==> src/rtl/scene_pkg.sv <==
// -----------------------------------------------------------------------------
// scene_pkg
// Shared types and constants for the frame-rate scene controller: the sprite
// object record, screen geometry, the per-axis position limits and the
// controller state enum. Also holds a small saturating-increment helper.
// No ports (package).
// -----------------------------------------------------------------------------
package scene_pkg;

  localparam int SCREEN_W    = 640;
  localparam int SCREEN_H    = 480;
  localparam int SPRITE_SIZE = 16;
  localparam int N_OBJ_MAX   = 8;

  // Largest top-left coordinate that keeps a whole sprite on screen.
  localparam logic [9:0] X_LIMIT = 10'(SCREEN_W - SPRITE_SIZE);
  localparam logic [9:0] Y_LIMIT = 10'(SCREEN_H - SPRITE_SIZE);

  typedef struct packed {
    logic              en;
    logic [2:0]        img_id;
    logic [9:0]        x;
    logic [9:0]        y;
    logic signed [3:0] dx;
    logic signed [3:0] dy;
  } obj_t;

  typedef enum logic {
    RUN   = 1'b0,
    STALL = 1'b1
  } state_t;

  function automatic logic [7:0] sat_inc8(input logic [7:0] v);
    return (v == 8'hFF) ? v : v + 8'd1;
  endfunction

endpackage

==> src/rtl/obj_axis_step.sv <==
// -----------------------------------------------------------------------------
// obj_axis_step
// Combinational one-axis motion step for a sprite. Adds the signed velocity to
// the position in 11-bit signed arithmetic, clamps the result to [0, limit]
// and, when bounce_en is set, negates the velocity on a clamp.
// Ports:
//   pos       in  10  current position
//   vel       in  4   signed velocity
//   limit     in  10  largest legal position
//   bounce_en in  1   negate velocity when clamped
//   next_pos  out 10  position after this frame
//   next_vel  out 4   velocity after this frame
// -----------------------------------------------------------------------------
module obj_axis_step (
  input  logic [9:0]        pos,
  input  logic signed [3:0] vel,
  input  logic [9:0]        limit,
  input  logic              bounce_en,
  output logic [9:0]        next_pos,
  output logic signed [3:0] next_vel
);

  logic signed [10:0] w_sum;
  logic signed [10:0] w_limit_s;

  assign w_sum     = $signed({1'b0, pos}) + $signed({{7{vel[3]}}, vel});
  assign w_limit_s = $signed({1'b0, limit});

  // Clamp to the nearest bound on overshoot; a bouncing object reverses the
  // offending velocity component, the player simply stops at the edge.
  always_comb begin
    next_pos = w_sum[9:0];
    next_vel = vel;
    if (w_sum < 11'sd0) begin
      next_pos = 10'd0;
      if (bounce_en) next_vel = -vel;
    end else if (w_sum > w_limit_s) begin
      next_pos = limit;
      if (bounce_en) next_vel = -vel;
    end
  end

endmodule

==> src/rtl/scene_scheduler.sv <==
// -----------------------------------------------------------------------------
// scene_scheduler
// Once-per-frame scene controller. Owns the sprite object table, moves every
// enabled object at each commit (player steered by dir, others bounce), applies
// despawn then spawn requests, toggles the back-buffer page and bumps list_seq.
// When the draw sequencer has not finished (draw_complete=0) the scene is
// frozen and the dropped counter advances instead.
// Ports:
//   frame_clk            in   1   one edge per frame
//   Reset                in   1   synchronous, active-high
//   dir                  in   4   player {up,down,left,right}
//   draw_complete        in   1   previous list drawn (level)
//   spawn_valid          in   1   spawn request, held until ack
//   spawn_img_id         in   3   sprite ROM select
//   spawn_x, spawn_y     in   10  spawn position
//   spawn_dx, spawn_dy   in   4   signed spawn velocity
//   spawn_ack            out  1   spawn accepted (one frame)
//   spawn_full           out  1   no free slot
//   despawn_valid        in   1   despawn strobe
//   despawn_idx          in   3   slot to free (slot 0 ignored)
//   rd_idx               in   3   read slot
//   rd_valid/img_id/x/y  out      combinational read of the table
//   page                 out  1   buffer the draw sequencer writes next
//   list_seq             out  8   committed-frame counter
//   dropped              out  8   stalled-frame counter, saturating
// -----------------------------------------------------------------------------
module scene_scheduler
  import scene_pkg::*;
#(
  parameter int N_OBJ        = 8,
  parameter int PLAYER_SPEED = 2,
  parameter int PLAYER_X0    = 312,
  parameter int PLAYER_Y0    = 232
) (
  input  logic              frame_clk,
  input  logic              Reset,
  input  logic [3:0]        dir,
  input  logic              draw_complete,
  input  logic              spawn_valid,
  input  logic [2:0]        spawn_img_id,
  input  logic [9:0]        spawn_x,
  input  logic [9:0]        spawn_y,
  input  logic signed [3:0] spawn_dx,
  input  logic signed [3:0] spawn_dy,
  output logic              spawn_ack,
  output logic              spawn_full,
  input  logic              despawn_valid,
  input  logic [2:0]        despawn_idx,
  input  logic [2:0]        rd_idx,
  output logic              rd_valid,
  output logic [2:0]        rd_img_id,
  output logic [9:0]        rd_x,
  output logic [9:0]        rd_y,
  output logic              page,
  output logic [7:0]        list_seq,
  output logic [7:0]        dropped
);

  localparam logic [3:0]        N_OBJ_L  = 4'(N_OBJ);
  localparam logic signed [3:0] P_SPEED  = 4'(PLAYER_SPEED);
  localparam obj_t              PLAYER_RESET = '{en: 1'b1, img_id: 3'd0,
                                                 x: 10'(PLAYER_X0), y: 10'(PLAYER_Y0),
                                                 dx: 4'sd0, dy: 4'sd0};

  obj_t   r_obj [N_OBJ];
  obj_t   w_obj_next [N_OBJ];
  state_t r_state, w_state_next;
  logic   r_page;
  logic   [7:0] r_list_seq;
  logic   [7:0] r_dropped;
  logic   r_spawn_ack;

  logic   w_commit;
  logic   w_spawn_accept;
  logic   w_free_found;
  logic   [2:0] w_free_idx;
  logic   w_any_free;

  logic   [9:0]        w_next_x  [N_OBJ];
  logic   [9:0]        w_next_y  [N_OBJ];
  logic   signed [3:0] w_next_dx [N_OBJ];
  logic   signed [3:0] w_next_dy [N_OBJ];

  logic   signed [3:0] w_player_vx;
  logic   signed [3:0] w_player_vy;

  // Opposing direction bits cancel to zero velocity on that axis.
  function automatic logic signed [3:0] axis_vel(input logic neg, input logic pos);
    case ({neg, pos})
      2'b01:   return P_SPEED;
      2'b10:   return -P_SPEED;
      default: return 4'sd0;
    endcase
  endfunction

  assign w_player_vx = axis_vel(dir[1], dir[0]);
  assign w_player_vy = axis_vel(dir[3], dir[2]);
  assign w_commit    = draw_complete;

  for (genvar gi = 0; gi < N_OBJ; gi++) begin : g_slot
    logic signed [3:0] w_vx;
    logic signed [3:0] w_vy;
    logic              w_bounce;

    if (gi == 0) begin : g_player
      assign w_vx     = w_player_vx;
      assign w_vy     = w_player_vy;
      assign w_bounce = 1'b0;
    end else begin : g_npc
      assign w_vx     = r_obj[gi].dx;
      assign w_vy     = r_obj[gi].dy;
      assign w_bounce = 1'b1;
    end

    obj_axis_step u_step_x (
      .pos       (r_obj[gi].x),
      .vel       (w_vx),
      .limit     (X_LIMIT),
      .bounce_en (w_bounce),
      .next_pos  (w_next_x[gi]),
      .next_vel  (w_next_dx[gi])
    );

    obj_axis_step u_step_y (
      .pos       (r_obj[gi].y),
      .vel       (w_vy),
      .limit     (Y_LIMIT),
      .bounce_en (w_bounce),
      .next_pos  (w_next_y[gi]),
      .next_vel  (w_next_dy[gi])
    );
  end

  // Next-state and next-table logic. Both states commit on draw_complete;
  // the state itself only records whether the last edge was a stall.
  // Despawn is applied before the free-slot search so a slot freed this frame
  // can be reused by the spawn in the same commit. Spawned objects are written
  // after the motion step, so they do not move until the following commit.
  always_comb begin
    w_state_next   = r_state;
    w_obj_next     = r_obj;
    w_spawn_accept = 1'b0;
    w_free_found   = 1'b0;
    w_free_idx     = 3'd0;

    case (r_state)
      RUN:     w_state_next = w_commit ? RUN : STALL;
      STALL:   w_state_next = w_commit ? RUN : STALL;
      default: w_state_next = RUN;
    endcase

    if (w_commit) begin
      for (int i = 0; i < N_OBJ; i++) begin
        if (r_obj[i].en) begin
          w_obj_next[i].x  = w_next_x[i];
          w_obj_next[i].y  = w_next_y[i];
          w_obj_next[i].dx = w_next_dx[i];
          w_obj_next[i].dy = w_next_dy[i];
        end
      end

      if (despawn_valid && (despawn_idx != 3'd0) && ({1'b0, despawn_idx} < N_OBJ_L))
        w_obj_next[despawn_idx].en = 1'b0;

      // Descending scan so the lowest-index free slot wins.
      for (int i = N_OBJ - 1; i >= 1; i--) begin
        if (!w_obj_next[i].en) begin
          w_free_found = 1'b1;
          w_free_idx   = 3'(i);
        end
      end

      if (spawn_valid && !r_spawn_ack && w_free_found) begin
        w_spawn_accept         = 1'b1;
        w_obj_next[w_free_idx] = '{en: 1'b1, img_id: spawn_img_id, x: spawn_x, y: spawn_y,
                                   dx: spawn_dx, dy: spawn_dy};
      end
    end
  end

  // Frame-edge register update; reset restores the player and clears the rest.
  always_ff @(posedge frame_clk) begin
    if (Reset) begin
      r_state     <= RUN;
      r_page      <= 1'b0;
      r_list_seq  <= 8'd0;
      r_dropped   <= 8'd0;
      r_spawn_ack <= 1'b0;
      for (int i = 0; i < N_OBJ; i++)
        r_obj[i] <= (i == 0) ? PLAYER_RESET : '0;
    end else begin
      r_state     <= w_state_next;
      r_obj       <= w_obj_next;
      r_spawn_ack <= w_spawn_accept;
      if (w_commit) begin
        r_page     <= ~r_page;
        r_list_seq <= r_list_seq + 8'd1;
      end else begin
        r_dropped  <= sat_inc8(r_dropped);
      end
    end
  end

  // Full means no disabled slot among the non-player entries right now.
  always_comb begin
    w_any_free = 1'b0;
    for (int i = 1; i < N_OBJ; i++)
      if (!r_obj[i].en) w_any_free = 1'b1;
  end

  // Read port for the draw sequencer; out-of-range slots read as empty.
  always_comb begin
    rd_valid  = 1'b0;
    rd_img_id = 3'd0;
    rd_x      = 10'd0;
    rd_y      = 10'd0;
    if ({1'b0, rd_idx} < N_OBJ_L) begin
      rd_valid  = r_obj[rd_idx].en;
      rd_img_id = r_obj[rd_idx].img_id;
      rd_x      = r_obj[rd_idx].x;
      rd_y      = r_obj[rd_idx].y;
    end
  end

  assign spawn_full = ~w_any_free;
  assign spawn_ack  = r_spawn_ack;
  assign page       = r_page;
  assign list_seq   = r_list_seq;
  assign dropped    = r_dropped;

endmodule

==> config.mk <==
export PLATFORM = sky130hd
export DESIGN_NAME = scene_scheduler
export DESIGN_NICKNAME = d
export VERILOG_FILES = /design/src/rtl/scene_pkg.sv /design/src/rtl/obj_axis_step.sv /design/src/rtl/scene_scheduler.sv
export SDC_FILE = /design/constraint.sdc
export NUM_CORES = 1
export LEC_CHECK = 0
export BUFFER_PORTS_ARGS = -buffer_cell sky130_fd_sc_hd__buf_2
export CELL_PAD_IN_SITES_DETAIL_PLACEMENT = 1
export CELL_PAD_IN_SITES_GLOBAL_PLACEMENT = 1
export CORE_MARGIN = 4
export CORE_UTILIZATION = 40
export DETAILED_ROUTE_END_ITERATION = 8
export GPL_TIMING_DRIVEN = 0
export MAX_ROUTING_LAYER = met4
export PLACE_DENSITY_LB_ADDON = 0.15
export RECOVER_POWER = 25
export SYNTH_ARGS = -nofsm -noshare
export SYNTH_HDL_FRONTEND = slang
export SYNTH_HIERARCHICAL = 1
export SYNTH_SLANG_ARGS = --single-unit
==> constraint.sdc <==
create_clock -name frame_clk -period 4.1 [get_ports frame_clk]
set_clock_uncertainty 0.15 [all_clocks]
set_input_delay 0.82 -clock frame_clk [delete_from_list [all_inputs] [get_ports frame_clk]]
set_output_delay 0.82 -clock frame_clk [all_outputs]
set_load 0.005 [all_outputs]
## Word-level counts from Yosys, hierarchy flattened

Index checks and enable logic that the tools add are counted.

| word-level totals | value |
|---|---|
| register bits | 274 |
| bits in latches | 0 |
| bits in writable memories | 0 |
| bits in read-only memories | 0 |
| bits of input ports | 46 |
| output and inout port bits | 43 |
| logic and storage cells | 256 |
| memories kept | 0 |

| cells by class | value |
|---|---|
| add/subtract/negate cells | 32 |
| multiply operators | 0 |
| div/mod/pow operators | 0 |
| order comparisons | 37 |
| equal/unequal tests | 5 |
| shift-type cells | 0 |
| mux-type cells | 114 |
| bitwise operators | 7 |
| reductions and logical operators | 9 |

Operators with widths:

| operator | count |
|---|---|
| $mux 256 | 3 |
| $bwmux 256 | 2 |
| $mux 28 | 16 |
| $mux 10 | 32 |
| $demux 32 s3 | 2 |
| $add 11x4->11 | 16 |
| $lt 11x1->1 const B | 16 |
| $mux 32 | 4 |
| $mux 4 | 28 |
| $bmux 32 s3 | 1 |
| $gt 11x10->1 const B | 8 |
| $gt 11x11->1 const B | 8 |
| $neg 4->4 | 14 |
| $mux 3 | 8 |
| $add 8x1->8 const B | 2 |
| $mux 1 | 16 |
| $pmux 4 s2 | 2 |
| $ge 4x4->1 const B | 3 |
| $not 3->4 | 3 |
| $eq 8x8->1 const B | 1 |
| $lt 4x1->1 const B | 2 |
| $logic_and 1x1->1 | 5 |
| $eq 2x1->1 const B | 2 |
| $eq 2x2->1 const B | 2 |
| other kinds (5) | 8 |

## Logic depth before layout (Yosys ltp)

| depth | value |
|---|---|
| word-level depth | 26 |
| depth in mapped cells | 19 |
| depth with buffers taken out | 19 |

## Hierarchy

The synthesis kept the hierarchy.

Modules (own cells, without submodules):

| module | times used | cells each | area each (um^2) | seq. area each (um^2) |
|---|---|---|---|---|
| scene_scheduler | 1 | 1890 | 16196.8 | 5325.1 |
| obj_axis_step at g_slot[0].u_step_x ... | 14 | 129 | 962.2 | 0.0 |
| obj_axis_step at g_slot[7].u_step_y | 1 | 138 | 1011.0 | 0.0 |
| obj_axis_step at g_slot[2].u_step_y | 1 | 132 | 978.4 | 0.0 |

## Worst setup path before layout

OpenSTA, ideal clock, no wires.

| timing | value |
|---|---|
| path kind | input -> register |
| from | in dir[0] |
| to | reg r_obj[242] (netlist name) |
| library setup time | 0.070 ns |
| arrival | 4.140 ns |
| data required time | 3.880 ns |
| path slack | -0.260 ns |
| stages | 19 |
| buffers on the path | 0 |
| cell sequence | inv_1 -> ha_1 -> inv_1 -> inv_1 -> fa_1 -> nor2b_1 -> o31a_1 -> o21ai_0 -> a21oi_1 -> xor2_1 -> ha_1 -> a21o_1 -> a21oi_2 -> or4b_4 -> nand2_4 -> a21boi_4 -> a22o_1 -> nand2_1 -> a21oi_1 |

RTL lines:

| item | RTL line | source |
|---|---|---|
| start: declaration | scene_scheduler.sv:37 | `input logic [3:0] dir,` |
| end signal: indexed assignment | scene_scheduler.sv:190 | `r_obj[i] <= (i == 0) ? PLAYER_RESET : '0;` |
| end signal: assignment | scene_scheduler.sv:193 | `r_obj <= w_obj_next;` |
| end: declaration | scene_scheduler.sv:65 | `obj_t r_obj [N_OBJ];` |

==> results.json <==
{
  "hold_path.class": "reg2reg",
  "grt_pass1_wl_um": 203000,
  "ant_nets": 0,
  "syn_avg_cell_area_um2": 7.99,
  "hpwlAfterDp_um": 104000,
  "maxCapViolations": 0,
  "path_class": "reg2reg",
  "path_clk_slew_ps": 70,
  "grt_overflow": 0,
  "grt_usage_pct": 32.5,
  "peakVddDrop_mv": 0.256,
  "ios": 89,
  "fill_cells": 9622,
  "cp.required_ps": 4430,
  "drc_errors": 0,
  "cts_made_buffers": 36,
  "avgRoutedWirePerCell_um": 24.4,
  "vias": 34500,
  "num_rows": 102,
  "violations": "setup timing",
  "fp.dieW_um": 288,
  "p_leak_nw": 16.7,
  "core-area_um2": 77600,
  "hold_viol_final": 0,
  "status": "finished with violations",
  "gp_congestion": 0.989,
  "maxSlewHeadroom_pct": 16.9,
  "die_y_um": 288,
  "clockBufferDepth": 3,
  "postCtsHoldBufs": 0,
  "grt_max_degree": 15,
  "drive_gt1_share_pct": 20.5,
  "synth_area_um2": 31400,
  "grt_pass1_vias": 32700,
  "dr.first_iter.drc_count": 2857,
  "initial_utilization_pct": 40.5,
  "path_max_fanout": 4,
  "regArea_um2": 5550,
  "end_kind": "flop",
  "setup_ws_ps": -131,
  "cp.arrival_ps": 4560,
  "clockRootBuffer": "clkbuf_16",
  "tightestPinTransition_ps": 1240,
  "firstDrtPassIters": 5,
  "io_buffers": 80,
  "yosys_warnings": 6,
  "fin_crit_ps": 4230,
  "fmax_mhz": 236,
  "cts_tree": "yes",
  "setup_viol": 24,
  "powerDensity_nw_per_um2": 250,
  "multi_input_area_um2": 27000,
  "rsz0062_at_grt": "true",
  "synth_cells": 3930,
  "cts_sinks": 266,
  "total_power_w": 0.00973,
  "fin_nets": 5012,
  "vias_per_cell": 6.06,
  "syn2layout_area_growth_pct": 23.9,
  "antenna_found_initial": 12,
  "dp_slack_ps": -676,
  "clk_latency_ps": 570,
  "die_area_um2": 83100,
  "htreeDepth": 2,
  "period_share_pct": 103,
  "finalMaxSlewViolations": 0,
  "start_kind": "flop",
  "drt_wl_total_um": 139000
}
-- critical path, cell delays in order (launching register included) --
cell and delay (ps):
dfxtp_1 450, ha_1 310, nor2b_2 180, o31a_1 280
o21ai_2 150, a21oi_2 90, xor2_2 190, ha_1 310
a21o_1 130, a21oi_2 70, buf_4 140, a21oi_2 220
nand2_4 90, buf_12 120, buf_12 110, or3_2 440
o211ai_1 170, a21oi_1 120, a311o_1 310, o211ai_1 80
-- flip-flops by register name, indices dropped and copies added, names as in the netlist --
name / count
r_obj: 192
g_slot.w_vx: 28
g_slot.w_vy: 28
dropped: 8
list_seq: 8
page: 1
spawn_ack: 1
-- power by group --
group	total [W]	switching, W	internal [W]
clock network	0.00322	0.00134	0.00188
logic	0.00359	0.00206	0.00153
registers	0.00291	0.000230	0.00268
total	0.00973	0.00363	0.00609
-- through the flow --
stage               cells  util (%)  cell area, µm²  hold WS (ps)  setup TNS [ps]
floorplan            4302         -           32800           283               0
global placement     5422      44.5           34500           301          -57510
global route         5686      50.1           38900           332          -12340
finish               5688      50.2           38900           329            -852
detailed placement   5422      44.5           34500           311          -66870
CTS                  5596      47.9           37200           319           -1510
-- worst paths after layout --
check	startpoint	endpoint	slack, ps	cells past startpoint
worst max-delay path	r_obj[116]$_SDFFE_PP0P_	g_slot[4].w_vx[3]$_SDFFE_PP0P_	-130	19
worst min register to register	r_obj[124]$_SDFFE_PP0P_	r_obj[124]$_SDFFE_PP0P_	330	2
worst max register to register	r_obj[116]$_SDFFE_PP0P_	g_slot[4].w_vx[3]$_SDFFE_PP0P_	-130	19
worst min-delay path	r_obj[124]$_SDFFE_PP0P_	r_obj[124]$_SDFFE_PP0P_	330	2
-- layout make-up --
| type | instances | share of cell area, % |
|---|---|---|
| timing repair buffer | 260 | 4.79 |
| sequential | 266 | 14.3 |
| clock buffer | 54 | 2.67 |
| tap | 1040 | 3.34 |
| inverter | 265 | 2.57 |
| multi-input combinational | 3550 | 69.3 |
| clock inverter | 9 | 0.270 |
| buffer | 233 | 2.70 |
| antenna | 11 | 0.0707 |
-- layout by cell type (no fill, tap or decap), types with 64 or more instances in the layout --
cell type  count
o21ai_1       77
clkbuf_1     178
dfxtp_1      179
a311o_1      127
inv_1        253
buf_2        111
nand2b_1      67
nor2b_1      140
a21oi_2       88
nand2_1      191
o21ai_0       92
xnor2_1       64
a21oi_1      237
a22o_1       136
nand3_1      105
nor3_1        86
nor2_1       297
buf_4        177
ha_1         310
conb_1       374
o211ai_1     227
-- repair_timing --
action                                  in CTS  in global routing
hold endpoints to repair                     0                  0
setup buffers                              101                 79
resized for setup                          225                300
cloned                                      10                  5
pin swaps                                  161                272
endpoints found under the setup margin     189                202
-- metal layers --
| layer | share of wire [%] | track usage, % | up-vias |
|---|---|---|---|
| li1 | - | - | 15900 |
| met1 | 44 | 43.8 | 16900 |
| met2 | 42 | 47.9 | 1348 |
| met3 | 9.3 | 6.30 | 306 |
| met4 | 4.6 | 12.7 | 0 |
| met5 | 0 | - | - |
Power figures use the tool's default switching activity.
